<file path="src/rtl/hex8_pkg.sv">
// hex8_pkg: segment patterns, digit count and FSM states shared by the hex8 scan blocks
package hex8_pkg;
    localparam int NUM_DIGITS = 8;
    localparam logic [6:0] HEX_SEG [16] = '{
        7'h3F, 7'h06, 7'h5B, 7'h4F, 7'h66, 7'h6D, 7'h7D, 7'h07,
        7'h7F, 7'h6F, 7'h77, 7'h7C, 7'h39, 7'h5E, 7'h79, 7'h71
    };
    typedef enum logic [1:0] {S_WAIT, S_SETTLE, S_CAPTURE, S_HOLD} state_t;
endpackage

</file>
<file path="src/rtl/hex8_seg_decode.sv">
// hex8_seg_decode: active-high 7-segment pattern to hex nibble with blank/invalid flags
module hex8_seg_decode
    import hex8_pkg::*;
(
    input  logic [6:0] seg,
    output logic [3:0] nibble,
    output logic       is_blank,
    output logic       is_err
);
    // table lookup; any non-blank pattern that matches no hex glyph is an error
    always_comb begin
        nibble   = '0;
        is_blank = seg == 7'h00;
        is_err   = seg != 7'h00;
        for (int i = 0; i < 16; i++)
            if (seg == HEX_SEG[i]) begin
                nibble = 4'(i);
                is_err = 1'b0;
            end
    end
endmodule

</file>
<file path="src/rtl/hex8_scan_decoder.sv">
// hex8_scan_decoder: samples a multiplexed 8-digit 7-segment bus and rebuilds the 32-bit value
module hex8_scan_decoder
    import hex8_pkg::*;
#(
    parameter int SETTLE_CYC  = 8,
    parameter int TIMEOUT_CYC = 200_000,
    parameter bit SEG_ACT_LOW = 1'b1,
    parameter bit SEL_ACT_LOW = 1'b0
) (
    input  logic                    clk,
    input  logic                    rst,
    input  logic [6:0]              seg_in,
    input  logic [NUM_DIGITS-1:0]   sel_in,
    output logic [4*NUM_DIGITS-1:0] data_out,
    output logic                    data_valid,
    output logic                    changed,
    output logic [NUM_DIGITS-1:0]   blank_mask,
    output logic [NUM_DIGITS-1:0]   err_mask,
    output logic                    scan_lost
);
    localparam int SW = $clog2(SETTLE_CYC + 1);
    localparam int TW = $clog2(TIMEOUT_CYC + 1);
    localparam int IW = $clog2(NUM_DIGITS);

    logic [6:0]              seg_s1, seg_s2, seg_n, ref_seg;
    logic [NUM_DIGITS-1:0]   sel_s1, sel_s2, sel_n, ref_sel, seen, sh_blank, sh_err;
    logic [4*NUM_DIGITS-1:0] shadow;
    logic [SW-1:0]           cnt;
    logic [TW-1:0]           tcnt;
    logic [IW-1:0]           idx;
    logic [3:0]              nibble;
    logic                    is_blank, is_err, frame_pend, first_done;
    state_t                  state, state_nx;

    assign seg_n = seg_s2 ^ {7{SEG_ACT_LOW}};
    assign sel_n = sel_s2 ^ {NUM_DIGITS{SEL_ACT_LOW}};

    hex8_seg_decode u_dec (
        .seg      (ref_seg),
        .nibble   (nibble),
        .is_blank (is_blank),
        .is_err   (is_err)
    );

    // digit index of the latched one-hot select
    always_comb begin
        idx = '0;
        for (int i = 0; i < NUM_DIGITS; i++)
            if (ref_sel[i]) idx = IW'(i);
    end

    // next state: capture only after the bus held one-hot and unchanged for the settle window
    always_comb begin
        state_nx = state;
        case (state)
            S_WAIT:    state_nx = $onehot(sel_n) ? S_SETTLE : S_WAIT;
            S_SETTLE:  state_nx = (sel_n != ref_sel || seg_n != ref_seg) ? S_WAIT :
                                  (cnt == SW'(SETTLE_CYC - 1)) ? S_CAPTURE : S_SETTLE;
            S_CAPTURE: state_nx = S_HOLD;
            default:   state_nx = (sel_n != ref_sel) ? S_WAIT : S_HOLD;
        endcase
    end

    // state register
    always_ff @(posedge clk) begin
        if (rst) state <= S_WAIT;
        else     state <= state_nx;
    end

    // synchronisers, settle/timeout counters, shadow frame and output registers
    always_ff @(posedge clk) begin
        if (rst) begin
            seg_s1     <= '0;
            seg_s2     <= '0;
            sel_s1     <= '0;
            sel_s2     <= '0;
            ref_seg    <= '0;
            ref_sel    <= '0;
            cnt        <= '0;
            tcnt       <= '0;
            seen       <= '0;
            shadow     <= '0;
            sh_blank   <= '0;
            sh_err     <= '0;
            frame_pend <= 1'b0;
            first_done <= 1'b0;
            data_out   <= '0;
            data_valid <= 1'b0;
            changed    <= 1'b0;
            blank_mask <= '0;
            err_mask   <= '0;
            scan_lost  <= 1'b0;
        end else begin
            seg_s1     <= seg_in;
            seg_s2     <= seg_s1;
            sel_s1     <= sel_in;
            sel_s2     <= sel_s1;
            data_valid <= 1'b0;
            changed    <= 1'b0;
            frame_pend <= 1'b0;
            if (state == S_WAIT) begin
                ref_sel <= sel_n;
                ref_seg <= seg_n;
                cnt     <= '0;
            end else if (state == S_SETTLE) begin
                cnt <= cnt + 1'b1;
            end
            if (state == S_CAPTURE) begin
                shadow[{idx, 2'b00} +: 4] <= nibble;
                sh_blank[idx]             <= is_blank;
                sh_err[idx]               <= is_err;
                tcnt                      <= '0;
                scan_lost                 <= 1'b0;
                if ((seen | (NUM_DIGITS'(1) << idx)) == '1) begin
                    seen       <= '0;
                    frame_pend <= 1'b1;
                end else begin
                    seen[idx] <= 1'b1;
                end
            end else if (tcnt != TW'(TIMEOUT_CYC)) begin
                tcnt <= tcnt + 1'b1;
                if (tcnt == TW'(TIMEOUT_CYC - 1)) begin
                    scan_lost <= 1'b1;
                    seen      <= '0;
                end
            end
            if (frame_pend) begin
                data_out   <= shadow;
                blank_mask <= sh_blank;
                err_mask   <= sh_err;
                data_valid <= 1'b1;
                changed    <= !first_done || shadow != data_out;
                first_done <= 1'b1;
            end
        end
    end
endmodule
</file>
<file path="config.mk">
export PLATFORM = sky130hd
export DESIGN_NAME = hex8_scan_decoder
export DESIGN_NICKNAME = d
export VERILOG_FILES = /design/src/rtl/hex8_pkg.sv /design/src/rtl/hex8_seg_decode.sv /design/src/rtl/hex8_scan_decoder.sv
export SDC_FILE = /design/constraint.sdc
export NUM_CORES = 1
export LEC_CHECK = 0
export ABC_CLOCK_PERIOD_IN_PS = 3000
export BUFFER_PORTS_ARGS = -buffer_cell sky130_fd_sc_hd__buf_2
export CAP_MARGIN = 5
export CELL_PAD_IN_SITES_DETAIL_PLACEMENT = 1
export CELL_PAD_IN_SITES_GLOBAL_PLACEMENT = 1
export CORE_MARGIN = 5
export CORE_UTILIZATION = 40
export CTS_BUF_LIST = sky130_fd_sc_hd__clkbuf_8 sky130_fd_sc_hd__clkbuf_16
export DETAILED_ROUTE_END_ITERATION = 16
export PLACE_DENSITY = 0.71
export SYNTH_ARGS = -nofsm -noshare
export SYNTH_HDL_FRONTEND = slang
export SYNTH_SLANG_ARGS = --single-unit
</file>
<file path="constraint.sdc">
create_clock -name clk -period 3 [get_ports clk]
set_clock_uncertainty 0.15 [all_clocks]
set_input_delay 0.6 -clock clk [delete_from_list [all_inputs] [get_ports clk]]
set_output_delay 0.6 -clock clk [all_outputs]
set_load 0.005 [all_outputs]
</file>
# Yosys cells after proc, flatten, opt, wreduce, memory -nomap -nowiden
# Index checks and enable logic that the tools add are counted.
# totals
mem_bits_ro,0
ff_bits,178
mem_count,0
ramBits,0
word_cells,136
latch_bits,0
# op_classes
n_eq_ne,26
addsub,10
shifts,3
magnitude_cmp,2
n_mux,54
n_mul,0
n_bitwise,5
reduce_logical,15
div_mod_pow,0
# ops
op,count
$eq A7 B7 Y1 const B,12
$bwmux W32,1
$mux W4,8
$mux W8,4
$ne A32 B32 Y1,1
$shift A4 B7 Y32 const A,1
$shiftx A4 B7 Y32,1
$mux W3,9
$mux W1,22
$add A18 B1 Y18 const B,1
$eq A18 B18 Y1 const B,1
$ne A18 B18 Y1 const B,1
$bwmux W8,2
$or A8 B8 Y8,2
$eq A7 B3 Y1 const B,2
$eq A7 B6 Y1 const B,2
$mux W2,6
$add A1 B1 Y2,4
$eq A8 B8 Y1 const B,1
$ne A8 B8 Y1,1
$reduce_or A2 Y1,4
$shl A1 B3 Y8 const A,1
$logic_not A7 Y1,1
$ne A7 B7 Y1,1
other kinds (21),26

# Longest topological paths before layout
# Gate-level depths: netlist of the first run.
# logic_depth
depth_word,18
mapped_depth,13

# Cells and area by module
# From an unflattened synthesis of the first run, not the netlist that was laid out.
# hier_totals
hier_cells,858
hier_area_um2,7851.3
# modules_own_cells
mod,instances,area_per_inst_um2,cells_each
hex8_scan_decoder,1,7455.9,802
hex8_seg_decode,1,395.4,56

# Worst setup path before layout of the first run
# OpenSTA, ideal clock, no wires.
# synth_timing
path_type,flip-flop to flip-flop
startpoint,reg ref_sel[5]
endpoint,reg shadow[7]
path_slack_ps,-8
t_arrival_ps,2787
path_buffers,1
stages_incl_launch_ff,11
path_cell_list,dfxtp_1 -> buf_6 -> and2b_1 -> a211oi_4 -> nor2_1 -> ha_1 -> ha_1 -> or3_1 -> a21o_1 -> or3_1 -> a21oi_1
# synth_between
elab_chain_cells,6
elab_cells_between_ends,7
cone_classes,add/sub (1); shift (2); mux (4)
# synth_lines
item,line,source
from (decl),hex8_scan_decoder.sv:26,"logic [NUM_DIGITS-1:0] sel_s1, sel_s2, sel_n, ref_sel, seen, sh_blank, sh_err;"
from (signal assigned),hex8_scan_decoder.sv:102,ref_sel <= sel_n;
$mux W3 (*) (3 in a row),hex8_scan_decoder.sv:49,if (ref_sel[i]) idx = IW'(i);
$neg A5 Y7 (*),hex8_scan_decoder.sv:109,"shadow[{idx, 2'b00} +: 4] <= nibble;"
$shiftx A4 B7 Y32 / $shift A4 B7 Y32 (equally long branches),hex8_scan_decoder.sv:109,
$bwmux W32 (*),hex8_scan_decoder.sv:109,
"to (signal, indexed assignment)",hex8_scan_decoder.sv:109,
to (decl),hex8_scan_decoder.sv:27,logic [4*NUM_DIGITS-1:0] shadow;
# Mark *: on every way between the ends. The rest lies on a longest branch, timed or not.
# A chain may end at the register's enable or synchronous reset.

# Worst setup path after layout of the first run
# layout_timing
startpoint,reg sel_s2[0] (netlist: sel_n[0])
endpoint,reg state[0]
# layout_between
elab_chain_cells,6
elab_cells_between_ends,10
cone_classes,add/sub (3); eq/ne (2); mux (4); reduce/logical (1)
# layout_lines
item,line,source
from (decl),hex8_scan_decoder.sv:26,
from (signal assigned),hex8_scan_decoder.sv:97,sel_s2 <= sel_s1;
$add A1 B1 Y2 (implied by the code),hex8_scan_decoder.sv:56,S_WAIT: state_nx = $onehot(sel_n) ? S_SETTLE : S_WAIT;
$add A2 B2 Y3 (implied by the code),hex8_scan_decoder.sv:56,
$add A3 B3 Y4 (implied by the code),hex8_scan_decoder.sv:56,
$eq A4 B1 Y1,hex8_scan_decoder.sv:56,
$mux W1,hex8_scan_decoder.sv:56,
$pmux W2 S3 (*),hex8_scan_decoder.sv:55,case (state)
to (signal assigned),hex8_scan_decoder.sv:67,else state <= state_nx;
to (decl),hex8_scan_decoder.sv:33,"state_t state, state_nx;"
# Marks and branches as above.

==> impl_results.md, run 1 <==
* Post-Synthesis Cells at 820
* Maximum VDD drop at 0.4399 mV
* Fin crit period at 3.136 ns
* Critical Path AT at 3.34 ns
* Drt total wl at 17900 um
* RSZ-0062 raised after global routing: yes
* 1st-pass router iterations at 4
* Antenna Cells at 0
* CTS Buf Count at 17
* Post-Layout Cell Count at 1129
* Hold Vio Cnt, Final at 0
* Post-DRT Antenna Nets at 0
* Worst slew margin at 0.4409
* Area occupied by multi-input gates at 0.003776 sq mm
* Worst slew pin tran at 0.8386 ns
* Clk buf depth at 2
* CTS tree: yes
* Area after DPL at around 0.0082 sq mm
* Leak Pwr at 3.555 nW
* CORE AREA at ~0.019 sq mm
* Vias in the first global route at 5797
* Ranking of synthesized cells by area: dfxtp_1 (47%), mux2i_1 (7.6%), nor2_1 (6.3%)
* Top cell type's share of synthesized area at 0.4675
* Outcome: finished with violations
* Via density at 5.200
* Clk slew on worst S/H paths at 0.07 ns
* Pin count of the biggest net entering global routing at roughly 100
* Die Area at 0.02192 sq mm
* Total Nets Final at 916
* GRT Resource Usage Total at 0.1676
* Netlist cell types at between 50 and 60
* Die Wd at 148.0 um
* Top-count cell post-synth: dfxtp_1
* FF+latch count, synth at 178
* Detailed-route via count at 5871
* Pwr Total at 0.005149 W
* IO Count at 68
* Hold_buf cts at 0
* Syn_area_per_cell at 9.296 sq um
* # fillers at 2147
* Cells on Worst Hold Path at 2
* Post-synth ARST share at 0
* Total of max-cap violations at 0
* Clk Latency, worst-skew pair at 0.42 ns
* Initial Utilization at 0.4075
* Failing checks: negative setup slack
* Final Cell Area at between 0.008 and 0.009 sq mm
* Iteration-0 DRC count of the detailed router at 276
* Chip height at 148.0 um
* FF+latch area at approximately 0.0036 sq mm
* Global-route wire length before repair at 30060 um
* CP Launch Type: flop
* Initial antenna violation count at 0
* EDFF count, synth at 0
* Fin. max-slew vios at 0
* Clock Sinks at 178
* Gpl congestion at between 0.8 and 0.9
* Wirelength per Cell at 15.85 um
* Share of cells above drive strength 1 at 0.1553
* Setup WS post-layout at -0.1362 ns
* Row count at 50
* Worst-case reg-to-reg path depth at 13
* Crit Path Class: flop to flop
* Clk root buf: clkbuf_16
* Critical path required time at 3.20 ns
* Max Fclk at 318.9 MHz
* Sequential-to-total area share from yosys stat at 0.4675
* Post-Synthesis Cell Area at 0.007622 sq mm
* Mapped Nets at ~850
* Area growth syn-to-layout at 16.19%
* Power Density at 581.5 mW/mm^2
* H-tree depth at 4
* CP Max Fanout at 2
* Post-synth top flop: dfxtp_1
* Synth warn at 0
* Synth cell count leaders: dfxtp_1 (178), nor2_1 (127), mux2i_1 (58), xor2_1 (47), nand2_1 (43)
* Final setup viols at 1
* Dominant cell type by area after synthesis: dfxtp_1
* Hpwl dp at 12280 um
* Number of port buffers at between 60 and 70
* Hold Path Class: input pin to flop
* # DRC at 0
* Fin crit share at 1.045
* # placed instances at 1097
* Nature of the critical path endpoint: flop
* Sum Neg Setup Slack at -0.1362 ns
* Grt ovf at 0
## cells by family after synthesis
family | share of synthesized area
muxes | 0.07617
buffers and inverters | 0.03775
and+or+nand+nor | 0.2062
DFF | 0.4675
adders and majority gates | 0.03020
xor gates and xnor gates | 0.07354
AOI/OAI and AO/OA | 0.1087
## worst max-delay path: stages (launching register included)
cell and delay [ns]:
dfxtp_2 0.33, fa_1 0.53, inv_1 0.05, fa_1 0.50, fa_1 0.41, inv_1 0.07
ha_1 0.15, inv_1 0.05, fa_1 0.36, inv_1 0.08, nand3_1 0.07, o21ai_1 0.08
nand4b_1 0.11, a31oi_1 0.13
## routing by layer
layer	GRT usage	vias to the layer above	routed length, um
li1	-	2957	-
met1	0.2270	2811	8740
met2	0.2731	82	8432
met3	0.03433	21	506
met4	0.04573	0	219
met5	0	-	0
## stage by stage
stage                       util  worst slack, ns  hold slack, ns
after floorplan                -         0.003982          0.2638
after global placement    0.4407         -0.04309          0.2687
after detailed placement  0.4407          -0.1264          0.2766
after CTS                 0.4727          -0.1615          0.2126
after global routing      0.4734          -0.3079          0.2114
final                     0.4734          -0.1362          0.2307
## where the power goes
part | switching [W] | internal [W]
clock network | 0.000976 | 0.00129
logic | 0.000250 | 0.000158
registers | 0.0000681 | 0.00241
total | 0.00129 | 0.00385
## area by class of cell
cell class / count / area share
repair buffers: 91 / 0.05990
flip-flops and latches: 178 / 0.4028
multi-input cells: 574 / 0.4264
well taps: 234 / 0.03306
inverters: 21 / 0.01031
clock buffers: 19 / 0.05114
clock inverters: 12 / 0.01639
## flip-flops by register name, indices dropped and copies added (netlist names)
name	cells
sel_n	8
err_mask	8
data_valid	1
ref_sel	8
sh_err	8
cnt	4
sel_s1	8
ref_seg	7
seg_s1	7
tcnt	18
state	2
first_done	1
scan_lost	1
shadow	32
data_out	32
seg_s2	7
sh_blank	8
frame_pend	1
seen	8
blank_mask	8
changed	1
## final timing paths
kind | from | endpoint | slack (ns)
hold reg to reg | sel_s1[3] | sel_n[3] | 0.29
setup / recovery | sel_n[0] | state[0] | -0.14
hold / removal | sel_in[3] | sel_s1[3] | 0.23
setup reg to reg | sel_n[0] | state[0] | -0.14
## layout by cell type, fill, tap and decap left out, types with 8 or more instances in the layout
cell / Yosys / final
a211oi_1: 25 / 25
o21ai_0: 21 / 20
xor2_1: 47 / 47
mux2i_1: 58 / 58
ha_1: 12 / 12
clkbuf_16: 0 / 17
dfxtp_1: 178 / 175
nor2b_1: 36 / 36
xnor2_1: 17 / 17
nand2_1: 43 / 43
buf_2: 1 / 66
nand4_1: 13 / 13
nor3_1: 10 / 10
buf_4: 1 / 24
nor4_1: 13 / 13
inv_1: 20 / 21
a32o_1: 8 / 8
nand3_1: 34 / 34
a21oi_1: 33 / 33
nor2_1: 127 / 127
## what timing repair did
item                       in CTS  in global routing
pin swaps                       0                  1
setup buffers                   0                  1
gates resized for setup         1                  3
setup endpoints to repair       1                 11
Power figures use the tool's default switching activity.
==> inputs of run 2 (changes only) <==
- BUFFER_PORTS_ARGS: -buffer_cell sky130_fd_sc_hd__buf_2 -> -buffer_cell sky130_fd_sc_hd__buf_4
- CORE_UTILIZATION: 40 -> 41
- PLACE_DENSITY: 0.71 -> 0.73
- SETUP_SLACK_MARGIN: not set -> 0.1
==> run 2 against run 1 <==
Compared with the run above: the flow still finishes with violations (negative setup slack); hold slack worse by 0.0015 ns; die area fell by 2.3%; design area is 2.0% higher.
==> impl_results.md, run 2 (synthesized netlist as in run 1, its figures left out) <==
* Outcome: finished with violations
* Failing checks: negative setup slack
* R2R Path Start: sel_n[0]
* Fin crit period at around 3 ns
* IO Count at 68
* Row count at 49
* Clk slew on worst S/H paths at 0.07 ns
* FF-to-FF End: state[0]
* Clk buf depth at 2
* Final setup viols at 1
* Area growth syn-to-layout at 18.55%
* Total of max-cap violations at 0
* GRT Resource Usage Total at 0.1816
* Number of port buffers at 67
* H-tree depth at 4
* # fillers at 2070
* FF-to-FF setup slack at -0.08 ns
* Crit Path Class: flop to flop
* Vias in the first global route at 6391
* FF+latch area at 0.003571 sq mm
* Global-route wire length before repair at 32230 um
* Chip height at about 150 um
* Clk Latency, worst-skew pair at 0.43 ns
* Via density at 5.332
* Critical Path AT at about 3.3 ns
* Fin crit share at 1.027
* Worst Hold End: seg_s1[2]
* CP max stage delay at 0.53 ns
* 1st-pass router iterations at 4
* Pin count of the biggest net entering global routing at 62
* Fin. max-slew vios at 0
* Antenna Cells at 0
* CP Max Fanout at 2
* Comb pwr share at 0.079
* Maximum VDD drop at 0.4003 mV
* Detailed-route via count at 5988
* CP max stage cell: fa_1
* Hpwl dp at 13590 um
* Wirelength per Cell at 16.91 um
* Worst-case reg-to-reg path depth at 13
* # placed instances at 1089
* Area occupied by multi-input gates at approximately 0.0038 sq mm
* Crit path cell chain: fa_1, inv_1, fa_1, fa_1, inv_1, ha_2, inv_2, fa_2, inv_2, nand3_2, o21ai_1, nand4b_1, a31oi_1
* Worst Hold Launch: seg_in[2]
* Switching power share of the total at 0.2522
* Max Fclk at ~320 MHz
* Sequential Power Share at 0.483
* RSZ-0062 raised after global routing: yes
* Most frequent cells in the layout: dfxtp_1 (174), nor2_1 (125), buf_4 (88), mux2i_1 (58), xor2_1 (47)
* Cells on Worst Hold Path at 2
* Grt ovf at 0
* Initial antenna violation count at 0
* Iteration-0 DRC count of the detailed router at just over 200
* Drt total wl at 19000 um
* Internal power at 0.003855 W
* Worst slew margin at 0.4786
* Most common cell after layout, fill and taps aside: dfxtp_1
* CTS tree: yes
* Die Wd at approximately 150 um
* Power Density at 570.5 mW/mm^2
* CP Launch Type: flop
* Top flop regs: data_out (32), shadow (32), tcnt (18)
* CTS Buf Count at 17
* Share of cells above drive strength 1 at 0.1655
* Post-Layout Cell Count at 1123
* Initial Utilization at 0.4200
* Pwr Total at ~0.0052 W
* Leak Pwr at roughly 3.6 nW
* Hold Vio Cnt, Final at 0
* # DRC at 0
* Total Nets Final at 914
* Critical path required time at 3.20 ns
* Setup WS post-layout at -0.07957 ns
* Clock Sinks at approximately 180
* Power share of the clock group at 0.439
* Switching power at 0.001300 W
* Sum Neg Setup Slack at -0.07957 ns
* Nature of the critical path endpoint: flop
* Die Area at 0.02142 sq mm
* Clk root buf: clkbuf_16
* CORE AREA at 0.01815 sq mm
* Post-DRT Antenna Nets at 0
* Worst slew pin tran at 0.7736 ns
* Most common cell on crit path: fa_1
* Hold Path Class: input pin to flop
* Gpl congestion at 0.8171
run 2: cell count changes in the layout (fill, tap and decap cells not counted), sizes merged:
cell and change:
inv -2, clkinvlp -1, buf -2, clkinv +4
run 2: power by group through the flow:
| stage | sequential [W] | clock [W] | combinational (W) |
|---|---|---|---|
| after global placement | 0.00253 | 0 | 0.000381 |
| after global routing | 0.00250 | 0.00241 | 0.000454 |
| final | 0.00249 | 0.00226 | 0.000405 |
| after detailed placement | 0.00254 | 0 | 0.000402 |
| after floorplan | 0.00248 | 0 | 0.000335 |
| after CTS | 0.00249 | 0.00230 | 0.000407 |
run 2: how the worst max path moves through the flow:
| stage | start | to | slack, ns | cells past startpoint |
|---|---|---|---|---|
| after floorplan | sel_n[0] | state[0] | 0.03 | 13 |
| after global placement | sel_n[0] | state[0] | -0.02 | 13 |
| after detailed placement | sel_n[0] | state[0] | -0.07 | 13 |
| after CTS | sel_n[0] | state[0] | -0.09 | 13 |
| after global routing | sel_n[0] | state[0] | -0.27 | 13 |
| final | sel_n[0] | state[0] | -0.08 | 13 |
run 2: per-stage QoR:
| step | area, sq um | utilization | worst slack, ns | hold WS [ns] |
|---|---|---|---|---|
| 2_1_floorplan | 7637 | - | 0.03350 | 0.2637 |
| 3_3_place_gp | 8394 | 0.4626 | -0.02072 | 0.2733 |
| 3_5_place_dp | 8394 | 0.4626 | -0.07114 | 0.2774 |
| 4_1_cts | 9015 | 0.4968 | -0.08560 | 0.2118 |
| 5_1_grt | 9036 | 0.4979 | -0.2734 | 0.2152 |
| 6_report | 9036 | 0.4979 | -0.07957 | 0.2292 |
run 2: worst max-delay path, delay by kind of cell (launching register included):
family / cells / cell delay (ns)
fa+ha+maj: 5 / 1.93
simple gates: 2 / 0.17
flops: 1 / 0.33
compound gates: 2 / 0.21
buf+inv: 4 / 0.23
run 2: timing repair:
item | in CTS | in global routing
pin swaps | 0 | 1
setup endpoints to repair | 6 | 12
buffers inserted | 1 | 1
resized for setup | 3 | 5
hold buffers | 0 | 0
endpoints found under the hold margin | 0 | 0
run 2: cell type report:
type | count | area share
multi-input cells | 574 | 0.4211
repair buffers | 89 | 0.07533
clock buffers | 19 | 0.05012
clock inverters | 13 | 0.01648
inverters | 21 | 0.01011
flip-flops and latches | 178 | 0.3952
well taps | 229 | 0.03171
run 2: layer usage:
layer  global-route usage  wire length, um  up-vias
li1                     -                -     2959
met1               0.2307             8782     2905
met2               0.3047             9254       87
met3              0.03471              506       37
met4              0.07291              452        0
met5                    0                0        -
==> inputs of run 3 (changes only) <==
- BUFFER_PORTS_ARGS: -buffer_cell sky130_fd_sc_hd__buf_4 -> -buffer_cell sky130_fd_sc_hd__clkbuf_2
==> run 3 against run 2 <==
Compared with the run above: total power decreased by 2.1%; largest cell class unchanged; the run still ends with negative setup slack left; clock-buffer cell count decreased by 2; global-route usage decreased by 1.0 points; maximum frequency decreased by 0.62%; clock power decreased by 5%; critical endpoint unchanged; routed wire length decreased by 5.4%; critical path depth unchanged.
==> impl_results.md, run 3 (synthesized netlist as in run 1, its figures left out) <==
* IO Count at between 60 and 70
* # DRC at 0
* Area after DPL at 0.008304 sq mm
* FF-to-FF setup slack at -0.1 ns
* Pwr Total at 0.005048 W
* Hpwl dp at 12670 um
* Crit Path Class: flop to flop
* Clock Sinks at ~180
* Drt total wl at 17980 um
* Most common cell after layout, fill and taps aside: dfxtp_1
* Final setup viols at 1
* Pin count of the biggest net entering global routing at 76
* Sum Neg Setup Slack at -0.09877 ns
* Initial Utilization at 0.4200
* CP Launch Type: flop
* CP Max Fanout at 2
* RSZ-0062 raised after global routing: yes
* Chip height at 146.4 um
* Failing checks: negative setup slack
* Clk Latency, worst-skew pair at roughly 0.43 ns
* H-tree depth at 4
* Fin. max-slew vios at 0
* Critical path required time at about 3.2 ns
* GRT Resource Usage Total at 0.1712
* Die Wd at 146.4 um
* Area growth syn-to-layout at 17.12%
* Fin crit period at 3.099 ns
* Via density at 5.216
* Gpl congestion at 0.7965
* Pre-CTS WS at -0.08531 ns
* Clk buf depth at 2
* Grt ovf at 0
* Outcome: finished with violations
* CTS Buf Count at 17
* Die Area at roughly 0.021 sq mm
* Leak Pwr at 3.538 nW
* Row count at 49
* Top flop regs: data_out (32), shadow (32), tcnt (18)
* Worst slew margin at 0.4717
* Initial antenna violation count at 0
* 1st-pass router iterations at 4
* Antenna Cells at 0
* CORE AREA at 0.01815 sq mm
* Clk root buf: clkbuf_16
* Total of max-cap violations at 0
* Max Fclk at around 320 MHz
* Total Nets Final at 923
* Number of port buffers at 67
* Hold Path Class: input pin to flop
* Clk slew on worst S/H paths at 0.07 ns
* Post-DRT Antenna Nets at 0
* CTS tree: yes
* Hold Vio Cnt, Final at 0
* Vias in the first global route at 5882
* Iteration-0 DRC count of the detailed router at between 200 and 300
* Detailed-route via count at 5905
* Wirelength per Cell at 15.88 um
* Setup WS post-layout at -0.09877 ns
* Worst slew pin tran at 0.7924 ns
* Power Density at ~570 mW/mm^2
* Global-route wire length before repair at 30200 um
* Final Cell Area at 0.008927 sq mm
* Share of cells above drive strength 1 at 0.1794
* Fin crit share at 1.033
* Most frequent cells in the layout: dfxtp_1 (172), nor2_1 (125), clkbuf_2 (66), mux2i_1 (58), xor2_1 (47)
* Nature of the critical path endpoint: flop
* Maximum VDD drop at 0.3770 mV
* Critical Path AT at ~3.3 ns
==> run 3: cell types whose count changed in the layout (fill, tap and decap cells not counted), moves of 2 or more <==
| cell | change |
|---|---|
| clkbuf_8 | -2 |
| bufinv_16 | -2 |
| dfxtp_1 | -2 |
| ha_4 | +2 |
| buf_4 | -57 |
| clkbuf_2 | +66 |
| dfxtp_2 | +3 |
| ha_2 | -2 |
| inv_1 | -2 |
| clkinv_8 | +2 |
==> run 3: path summary, 6_finish.rpt <==
check | from | to | cells after the start
min reg2reg | seg_s1[1] | seg_s2[1] | 1
min | sel_in[0] | sel_s1[0] | 2
max | sel_n[0] | state[0] | 13
max reg2reg | sel_n[0] | state[0] | 13
==> run 3: repair_timing <==
item | CTS | global route
hold buffers | 0 | 0
gates resized for setup | 1 | 11
endpoints found under the setup margin | 2 | 9
pin swaps | 1 | 1
setup buffers | 1 | 0
==> run 3: critical path: stages, from the launching register on <==
cell,delay [ns]
dfxtp_2,0.33
fa_1,0.53
inv_1,0.05
fa_1,0.50
fa_1,0.42
inv_2,0.08
ha_4,0.13
inv_2,0.04
fa_2,0.33
inv_2,0.07
nand3_2,0.06
o21ai_1,0.08
nand4b_1,0.11
a31oi_1,0.15
==> run 3: layout make-up <==
type	instances	area, sq um
Multi-Input combinational cell	574	3826
Fill cell	2087	9220
Sequential cell	178	3571
Timing Repair Buffer	98	583.1
Clock inverter	15	143.9
Inverter	21	91.34
Clock buffer	17	425.4
Tap cell	229	286.5
==> run 3: metal layers <==
metal	track usage	up-vias	wire length, um
li1	-	2972	-
met1	0.2247	2837	8648
met2	0.2871	84	8613
met3	0.03285	12	536
met4	0.05080	0	180
met5	0	-	0
==> run 3: per-stage QoR <==
step / hold slack (ns) / utilization / std cells
6_report: 0.2283 / 0.4919 / 1132
5_1_grt: 0.2215 / 0.4919 / 1132
4_1_cts: 0.2119 / 0.4897 / 1132
3_5_place_dp: 0.2747 / 0.4576 / 1099
3_3_place_gp: 0.2698 / 0.4576 / 1099
2_1_floorplan: 0.2637 / - / 820
==> run 3: report_power, final <==
group	internal, W	total [W]	switching, W	leakage (nW)
Sequential	0.00241	0.00247	0.0000622	1.45
Clock	0.00110	0.00214	0.00104	0.282
Combinational	0.000176	0.000442	0.000266	1.81
Total	0.00368	0.00505	0.00137	3.54
